**src/rtl/median3x3_window_if.sv**
```systemverilog
// Pixel-column input and median output bundle between the row line buffer,
// the 3x3 median window and the output writer.
interface median3x3_window_if #(
  parameter int Datawidth = 8
);
  logic [Datawidth-1:0] Row0;
  logic [Datawidth-1:0] Row1;
  logic [Datawidth-1:0] Row2;
  logic                 In_Valid;
  logic                 SOF;
  logic [Datawidth-1:0] Median;
  logic                 Out_Valid;
  logic                 Frame_Done;

  modport master (
    output Row0, Row1, Row2, In_Valid, SOF,
    input  Median, Out_Valid, Frame_Done
  );

  modport slave (
    input  Row0, Row1, Row2, In_Valid, SOF,
    output Median, Out_Valid, Frame_Done
  );
endinterface

```
**src/rtl/median3x3_window.sv**
```systemverilog
// 3x3 sliding-window median: assembles the window from three row taps and
// reduces it through a 3-stage sorting network, emitting one median per interior pixel.
module median3x3_window #(
  parameter int IMG_Width  = 256,
  parameter int IMG_Height = 256,
  parameter int Datawidth  = 8
) (
  input  logic              CLK,
  input  logic              CLR,
  median3x3_window_if.slave io
);

  localparam int CW = $clog2(IMG_Width);
  localparam int RW = $clog2(IMG_Height);
  localparam logic [CW-1:0] COL_LAST = CW'(IMG_Width - 1);
  localparam logic [RW-1:0] ROW_LAST = RW'(IMG_Height - 1);

  typedef logic [Datawidth-1:0] pix_t;
  typedef struct packed {
    pix_t lo;
    pix_t mid;
    pix_t hi;
  } sort3_t;

  // Three compare-exchanges; equal values never swap, so ties are deterministic.
  function automatic sort3_t sort3(input pix_t a, input pix_t b, input pix_t c);
    pix_t   x, y, z, t;
    sort3_t r;
    x = a;
    y = b;
    z = c;
    if (x > y) begin t = x; x = y; y = t; end
    if (y > z) begin t = y; y = z; z = t; end
    if (x > y) begin t = x; x = y; y = t; end
    r.lo  = x;
    r.mid = y;
    r.hi  = z;
    return r;
  endfunction

  function automatic pix_t med3(input pix_t a, input pix_t b, input pix_t c);
    sort3_t s;
    s = sort3(a, b, c);
    return s.mid;
  endfunction

  function automatic pix_t max3(input pix_t a, input pix_t b, input pix_t c);
    pix_t t;
    t = (a > b) ? a : b;
    return (t > c) ? t : c;
  endfunction

  function automatic pix_t min3(input pix_t a, input pix_t b, input pix_t c);
    pix_t t;
    t = (a < b) ? a : b;
    return (t < c) ? t : c;
  endfunction

  // ---------------------------------------------------------------------------
  // Position tagging
  // ---------------------------------------------------------------------------
  logic [CW-1:0] col, tag_col, col_nxt;
  logic [RW-1:0] row, tag_row, row_nxt;
  logic          win_v, last_v;

  // NOTE: every combinational output gets a default first, so no path can hold a stale value and infer a latch.
  always_comb begin
    tag_col = io.SOF ? '0 : col;
    tag_row = io.SOF ? '0 : row;
    col_nxt = tag_col + CW'(1);
    row_nxt = tag_row;
    if (tag_col == COL_LAST) begin
      col_nxt = '0;
      row_nxt = (tag_row == ROW_LAST) ? '0 : tag_row + RW'(1);
    end
    win_v  = (tag_col >= CW'(2)) && (tag_row >= RW'(2));
    last_v = (tag_col == COL_LAST) && (tag_row == ROW_LAST);
  end

  // NOTE: sequential state uses non-blocking assignments so every register samples pre-edge values.
  always_ff @(posedge CLK or negedge CLR) begin
    if (!CLR) begin
      col <= '0;
      row <= '0;
    end else if (io.In_Valid) begin
      col <= col_nxt;
      row <= row_nxt;
    end
  end

  // ---------------------------------------------------------------------------
  // Window: win[r][2] is the newest column, win[r][0] the oldest
  // ---------------------------------------------------------------------------
  pix_t win [3][3];
  logic v0, l0;

  // NOTE: the window is a small register array, not a RAM, so it is cleared by reset like any other flop.
  always_ff @(posedge CLK or negedge CLR) begin
    if (!CLR) begin
      for (int r = 0; r < 3; r++) begin
        for (int a = 0; a < 3; a++) begin
          win[r][a] <= '0;
        end
      end
      v0 <= 1'b0;
      l0 <= 1'b0;
    end else begin
      v0 <= io.In_Valid & win_v;
      l0 <= io.In_Valid & last_v;
      if (io.In_Valid) begin
        for (int r = 0; r < 3; r++) begin
          win[r][0] <= win[r][1];
          win[r][1] <= win[r][2];
        end
        win[0][2] <= io.Row0;
        win[1][2] <= io.Row1;
        win[2][2] <= io.Row2;
      end
    end
  end

  // ---------------------------------------------------------------------------
  // S1: vertical sort of each window column
  // ---------------------------------------------------------------------------
  sort3_t s1 [3];
  logic   v1, l1;

  always_ff @(posedge CLK or negedge CLR) begin
    if (!CLR) begin
      for (int c = 0; c < 3; c++) begin
        s1[c] <= '0;
      end
      v1 <= 1'b0;
      l1 <= 1'b0;
    end else begin
      for (int c = 0; c < 3; c++) begin
        s1[c] <= sort3(win[0][c], win[1][c], win[2][c]);
      end
      v1 <= v0;
      l1 <= l0;
    end
  end

  // ---------------------------------------------------------------------------
  // S2: the median is bounded by the largest low, middle mid and smallest high
  // ---------------------------------------------------------------------------
  pix_t s2_lo, s2_mid, s2_hi;
  logic v2, l2;

  always_ff @(posedge CLK or negedge CLR) begin
    if (!CLR) begin
      s2_lo  <= '0;
      s2_mid <= '0;
      s2_hi  <= '0;
      v2     <= 1'b0;
      l2     <= 1'b0;
    end else begin
      s2_lo  <= max3(s1[0].lo,  s1[1].lo,  s1[2].lo);
      s2_mid <= med3(s1[0].mid, s1[1].mid, s1[2].mid);
      s2_hi  <= min3(s1[0].hi,  s1[1].hi,  s1[2].hi);
      v2     <= v1;
      l2     <= l1;
    end
  end

  // ---------------------------------------------------------------------------
  // S3: final median; value holds between valid results
  // ---------------------------------------------------------------------------
  pix_t median_q;
  logic out_valid_q, frame_done_q;

  always_ff @(posedge CLK or negedge CLR) begin
    if (!CLR) begin
      median_q     <= '0;
      out_valid_q  <= 1'b0;
      frame_done_q <= 1'b0;
    end else begin
      if (v2) begin
        median_q <= med3(s2_lo, s2_mid, s2_hi);
      end
      out_valid_q  <= v2;
      frame_done_q <= v2 & l2;
    end
  end

  assign io.Median     = median_q;
  assign io.Out_Valid  = out_valid_q;
  assign io.Frame_Done = frame_done_q;

endmodule

```
**src/flat_wrapper.sv**
```systemverilog
// flat-port wrapper written by rule: the top's interface ports become plain ports
module median3x3_window_flat 
#(
  parameter int IMG_Width  = 256,
  parameter int IMG_Height = 256,
  parameter int Datawidth  = 8
)
  (CLK, CLR, io_Row0, io_Row1, io_Row2, io_In_Valid, io_SOF, io_Median, io_Out_Valid, io_Frame_Done);
  median3x3_window_if #(.Datawidth(Datawidth)) io_i ();
  input  logic CLK;
  input  logic CLR;
  input wire logic [$bits(io_i.Row0)-1:0] io_Row0;
  input wire logic [$bits(io_i.Row1)-1:0] io_Row1;
  input wire logic [$bits(io_i.Row2)-1:0] io_Row2;
  input wire logic [$bits(io_i.In_Valid)-1:0] io_In_Valid;
  input wire logic [$bits(io_i.SOF)-1:0] io_SOF;
  output wire logic [$bits(io_i.Median)-1:0] io_Median;
  output wire logic [$bits(io_i.Out_Valid)-1:0] io_Out_Valid;
  output wire logic [$bits(io_i.Frame_Done)-1:0] io_Frame_Done;
  assign io_i.Row0 = io_Row0;
  assign io_i.Row1 = io_Row1;
  assign io_i.Row2 = io_Row2;
  assign io_i.In_Valid = io_In_Valid;
  assign io_i.SOF = io_SOF;
  assign io_Median = io_i.Median;
  assign io_Out_Valid = io_i.Out_Valid;
  assign io_Frame_Done = io_i.Frame_Done;
  median3x3_window #(.IMG_Width(IMG_Width), .IMG_Height(IMG_Height), .Datawidth(Datawidth)) u_core (.CLK(CLK), .CLR(CLR), .io(io_i));
endmodule
```
**config.mk**
```make
export PLATFORM = sky130hd
export DESIGN_NAME = median3x3_window_flat
export DESIGN_NICKNAME = d
export VERILOG_FILES = /design/src/rtl/median3x3_window_if.sv /design/src/rtl/median3x3_window.sv /design/src/flat_wrapper.sv
export SDC_FILE = /design/constraint.sdc
export NUM_CORES = 1
export LEC_CHECK = 0
export CAP_MARGIN = 20
export CORE_UTILIZATION = 45
export DETAILED_ROUTE_END_ITERATION = 16
export GPL_ROUTABILITY_DRIVEN = 0
export PLACE_DENSITY = 0.73
export SYNTH_ARGS = -nofsm -noshare
export SYNTH_HDL_FRONTEND = slang
export SYNTH_SLANG_ARGS = --single-unit
```
**constraint.sdc**
```tcl
create_clock -name CLK -period 5.6 [get_ports CLK]
set_clock_uncertainty 0.2 [all_clocks]
set_input_delay 0.56 -clock CLK [delete_from_list [all_inputs] [get_ports CLK]]
set_output_delay 0.56 -clock CLK [all_outputs]
set_load 0.05 [all_outputs]
```
==> tab_implementation.tex <==
\begin{tabular}{lr}
\hline
Metric & Value \\
\hline
\multicolumn{2}{l}{\textbf{Outcome}} \\
Run status & complete, no violations \\
\multicolumn{2}{l}{\textbf{Setup path}} \\
Maximum fanout encountered on the critical timing path & 23 \\
Kind of capture point of the worst setup path & flip-flop \\
R2r worst-path depth & 22 \\
Data arrival time of the worst path & 5.51 ns \\
CP Launch Type & flip-flop \\
Reg-to-reg setup timing slack & 0.21 ns \\
Worst setup path class & reg -> reg \\
Worst endpoint required time & 5.72 ns \\
\multicolumn{2}{l}{\textbf{Cells and area}} \\
Number of diodes & 0 \\
Top library cells by usage in the layout, fill and taps aside & sky130\_fd\_sc\_hd\_\_dfrtp\_1 (200), sky130\_fd\_sc\_hd\_\_ha\_1 (154), sky130\_fd\_sc\_hd\_\_inv\_1 (143) \\
Layout area overhead & 12.6\% \\
Leading cell type in the layout, fill and taps excluded & sky130\_fd\_sc\_hd\_\_dfrtp\_1 \\
Count of fill cells added during filler insertion & 2520 \\
Share of layout cells above drive strength 1 & 14.6\% \\
Nets & 1546 \\
\multicolumn{2}{l}{\textbf{Global route}} \\
Vias in the first global route & 9687 \\
Number of antenna violations at the first check in global routing & 1 \\
Maximum number of pins on one net before global-route repair & 104 \\
Global route overflow & 0 \\
Wire length of the first global-routing pass & 49800 µm \\
Combined global-route utilization of all metal layers & 22.0\% \\
\multicolumn{2}{l}{\textbf{Floorplanning}} \\
Area inside the core boundary & 0.0279 mm² \\
Height of the chip & 171 µm \\
Effective utilization at floorplan & 46.0\% \\
DIE AREA & 0.0292 mm² \\
Die boundary width & 171 µm \\
Io pins & 38 \\
Cell row count & 61 \\
\multicolumn{2}{l}{\textbf{Drt}} \\
Iteration count of the initial detailed-routing pass & 6 \\
Number of DRC violations after detailed routing & 0 \\
Antenna Nets Post-Route & 0 \\
Number of design-rule violations left by the first detailed-router iteration & 705 \\
Post-route met1 wirelength & 13800 µm \\
Total routed wirelength & 30700 µm \\
Top layer reached by signal wires & met4 \\
Routed wl met2 & 14600 µm \\
Routed vias/inst & 5.64 \\
Total met3 wirelength after detailed routing & 1650 µm \\
Number of vias after detailed routing & 9897 \\
Post-detailed-route wirelength per cell & 17.5 µm \\
\multicolumn{2}{l}{\textbf{Placement}} \\
Half-perimeter wire length after detailed placement & 23400 µm \\
\# port buffers & 37 \\
\multicolumn{2}{l}{\textbf{STA}} \\
Headroom to the max-slew limit & 44.0\% \\
Transition at the pin with the smallest max-transition slack & 0.837 ns \\
Number of slew-limit violations in the final report & 0 \\
Final period util & 96.2\% \\
Post-Route Hold Slack & 0.153 ns \\
Final critical-path required period & 5.39 ns \\
Endpoints failing hold & 0 \\
Max Fclk & 186 MHz \\
Endpoints failing setup & 0 \\
\multicolumn{2}{l}{\textbf{Yosys}} \\
Asr flop ratio synth & 100\% \\
Sequential share of the synthesized area & 39.0\% \\
Number of nets produced by synthesis & 1507 \\
Yosys warns & 0 \\
Dominant register cell in the synthesized netlist & sky130\_fd\_sc\_hd\_\_dfrtp\_1 \\
Synthesized area & 0.0128 mm² \\
Leading area contributor after synthesis & sky130\_fd\_sc\_hd\_\_dfrtp\_1 \\
Synthesized flop and latch total & 200 \\
Number of enable-type register cells in the synthesized netlist & 0 \\
Post-synth top area share & 39.0\% \\
Biggest area contributors in the synthesized netlist & sky130\_fd\_sc\_hd\_\_dfrtp\_1 (39\%), sky130\_fd\_sc\_hd\_\_ha\_1 (15\%), sky130\_fd\_sc\_hd\_\_mux2\_2 (8.6\%) \\
Synthesized area per cell & 9.69 µm² \\
Cell count after synthesis & 1325 \\
Count of cell types in the netlist & 51 \\
\multicolumn{2}{l}{\textbf{Min path}} \\
Min-Delay Path Depth & 0 \\
Worst hold path type & reg -> reg \\
\multicolumn{2}{l}{\textbf{Clock tree}} \\
CTS tree & yes \\
Number of buffers between clock root and the deepest sink & 2 \\
Worst-skew pair later-pin latency & 0.44 ns \\
Root cell of the clock tree & sky130\_fd\_sc\_hd\_\_clkbuf\_16 \\
H-tree depth & 4 \\
Clock transition at the registers of the reported paths & 0.08 ns \\
Total clock sinks & 200 \\
Number of buffers created by CTS & 17 \\
\multicolumn{2}{l}{\textbf{Flow run}} \\
Max-cap violations & 0 \\
\hline
\end{tabular}
-- registers in the layout (all words and copies together), names as in the netlist --
register and cells:
u_core.l0 1, u_core.l1 1, u_core.row 8, u_core.v1 1, u_core.s2_mid 8, u_core.v2 1, u_core.s2_lo 8, u_core.v0 1
u_core.l2 1, u_core.col 8, u_core.s2_hi 8, u_core.io.Out_Valid 1, u_core.s1 72, u_core.io.Frame_Done 1, u_core.io.Median 8, u_core.win 72
-- per-stage QoR --
step                worst slack, ns  cells  util, %  area (µm²)  TNS, ns
floorplan                     0.235   1325        -       12800        0
global placement              0.217   1718     49.0       13700        0
detailed placement           0.0535   1718     49.0       13700        0
CTS                          0.0358   1751     51.3       14300        0
global route                -0.0461   1755     51.7       14500  -0.0592
finish                        0.214   1755     51.7       14500        0
-- worst max-delay path, cell delays in order, from the launching register on --
cell	delay (ns)
sky130_fd_sc_hd__dfrtp_1	0.39
sky130_fd_sc_hd__inv_1	0.09
sky130_fd_sc_hd__ha_1	0.31
sky130_fd_sc_hd__nor2b_1	0.13
sky130_fd_sc_hd__o211ai_1	0.17
sky130_fd_sc_hd__a21oi_1	0.11
sky130_fd_sc_hd__o22ai_2	0.17
sky130_fd_sc_hd__buf_6	0.22
sky130_fd_sc_hd__mux2_2	0.40
sky130_fd_sc_hd__ha_1	0.32
sky130_fd_sc_hd__nand3_1	0.13
sky130_fd_sc_hd__a21oi_1	0.06
sky130_fd_sc_hd__a211oi_1	0.29
sky130_fd_sc_hd__a21o_2	0.31
sky130_fd_sc_hd__mux2i_2	0.32
sky130_fd_sc_hd__ha_1	0.30
sky130_fd_sc_hd__a21o_1	0.17
sky130_fd_sc_hd__a21oi_1	0.17
sky130_fd_sc_hd__a21oi_1	0.09
sky130_fd_sc_hd__a211o_1	0.26
sky130_fd_sc_hd__o21ai_1	0.10
sky130_fd_sc_hd__buf_4	0.20
sky130_fd_sc_hd__mux2_2	0.34
-- cell usage after synthesis, types with 3 or more instances --
cell type,instances
sky130_fd_sc_hd__a211oi_1,4
sky130_fd_sc_hd__a21o_1,29
sky130_fd_sc_hd__a21oi_1,99
sky130_fd_sc_hd__a22o_1,7
sky130_fd_sc_hd__a31o_2,6
sky130_fd_sc_hd__a31oi_1,7
sky130_fd_sc_hd__a32o_1,3
sky130_fd_sc_hd__and2_1,3
sky130_fd_sc_hd__and3_1,15
sky130_fd_sc_hd__buf_1,4
sky130_fd_sc_hd__buf_2,16
sky130_fd_sc_hd__clkbuf_1,28
sky130_fd_sc_hd__dfrtp_1,200
sky130_fd_sc_hd__ha_1,154
sky130_fd_sc_hd__inv_1,143
sky130_fd_sc_hd__mux2_2,98
sky130_fd_sc_hd__mux2i_1,77
sky130_fd_sc_hd__nand2_1,113
sky130_fd_sc_hd__nand2b_1,21
sky130_fd_sc_hd__nand3_1,25
sky130_fd_sc_hd__nand4_1,19
sky130_fd_sc_hd__nor2_1,59
sky130_fd_sc_hd__nor2b_1,15
sky130_fd_sc_hd__nor3_1,7
sky130_fd_sc_hd__nor4_1,4
sky130_fd_sc_hd__o211ai_1,6
sky130_fd_sc_hd__o21a_1,5
sky130_fd_sc_hd__o21ai_0,104
sky130_fd_sc_hd__o221a_2,8
sky130_fd_sc_hd__o22ai_1,13
sky130_fd_sc_hd__o2bb2ai_1,3
sky130_fd_sc_hd__o31ai_1,5
-- routing by layer --
layer / track usage, % / up-vias
met5: 0 / -
met4: 6.29 / 0
met3: 3.47 / 55
met2: 36.6 / 297
met1: 29.5 / 4789
li1: - / 4756
-- area by class of cell --
| class | instances | area (µm²) | area share, % |
|---|---|---|---|
| Multi-Input combinational cell | 932 | 7180 | 49.7 |
| Tap cell | 378 | 473 | 3.27 |
| Clock inverter | 15 | 188 | 1.30 |
| Timing Repair Buffer | 68 | 639 | 4.42 |
| Inverter | 145 | 544 | 3.77 |
| Clock buffer | 17 | 425 | 2.94 |
| Sequential cell | 200 | 5000 | 34.6 |
-- final timing paths --
path / end / startpoint
min in group asynchronous: u_core.io.Median[1]$_DFFE_PN0P_ / CLR
min reg2reg: u_core.l1$_DFF_PN0_ / u_core.l0$_DFF_PN0_
max reg2reg: u_core.s1[21]$_DFF_PN0_ / u_core.win[25]$_DFFE_PN0P_
min: u_core.l1$_DFF_PN0_ / u_core.l0$_DFF_PN0_
max in group asynchronous: u_core.win[65]$_DFFE_PN0P_ / CLR
max: u_core.s1[21]$_DFF_PN0_ / u_core.win[25]$_DFFE_PN0P_
-- kinds of logic after synthesis --
| group | Yosys count | share of synthesized area [%] |
|---|---|---|
| and+or+nand+nor | 289 | 10.6 |
| adders and majority gates | 154 | 15.0 |
| buffers and inverters | 193 | 5.80 |
| DFF | 200 | 39.0 |
| muxes | 176 | 14.7 |
| AOI/OAI and AO/OA | 313 | 15.0 |
-- timing repair --
action	in CTS	in global routing
hold endpoints to repair	2	0
buffers inserted	0	4
resized for setup	1	19
endpoints found under the setup margin	8	44
hold buffers	1	0
pin swaps	0	2
Power is not shown: default switching activity piles up to over one toggle a cycle in this logic, so the estimate is an artifact.
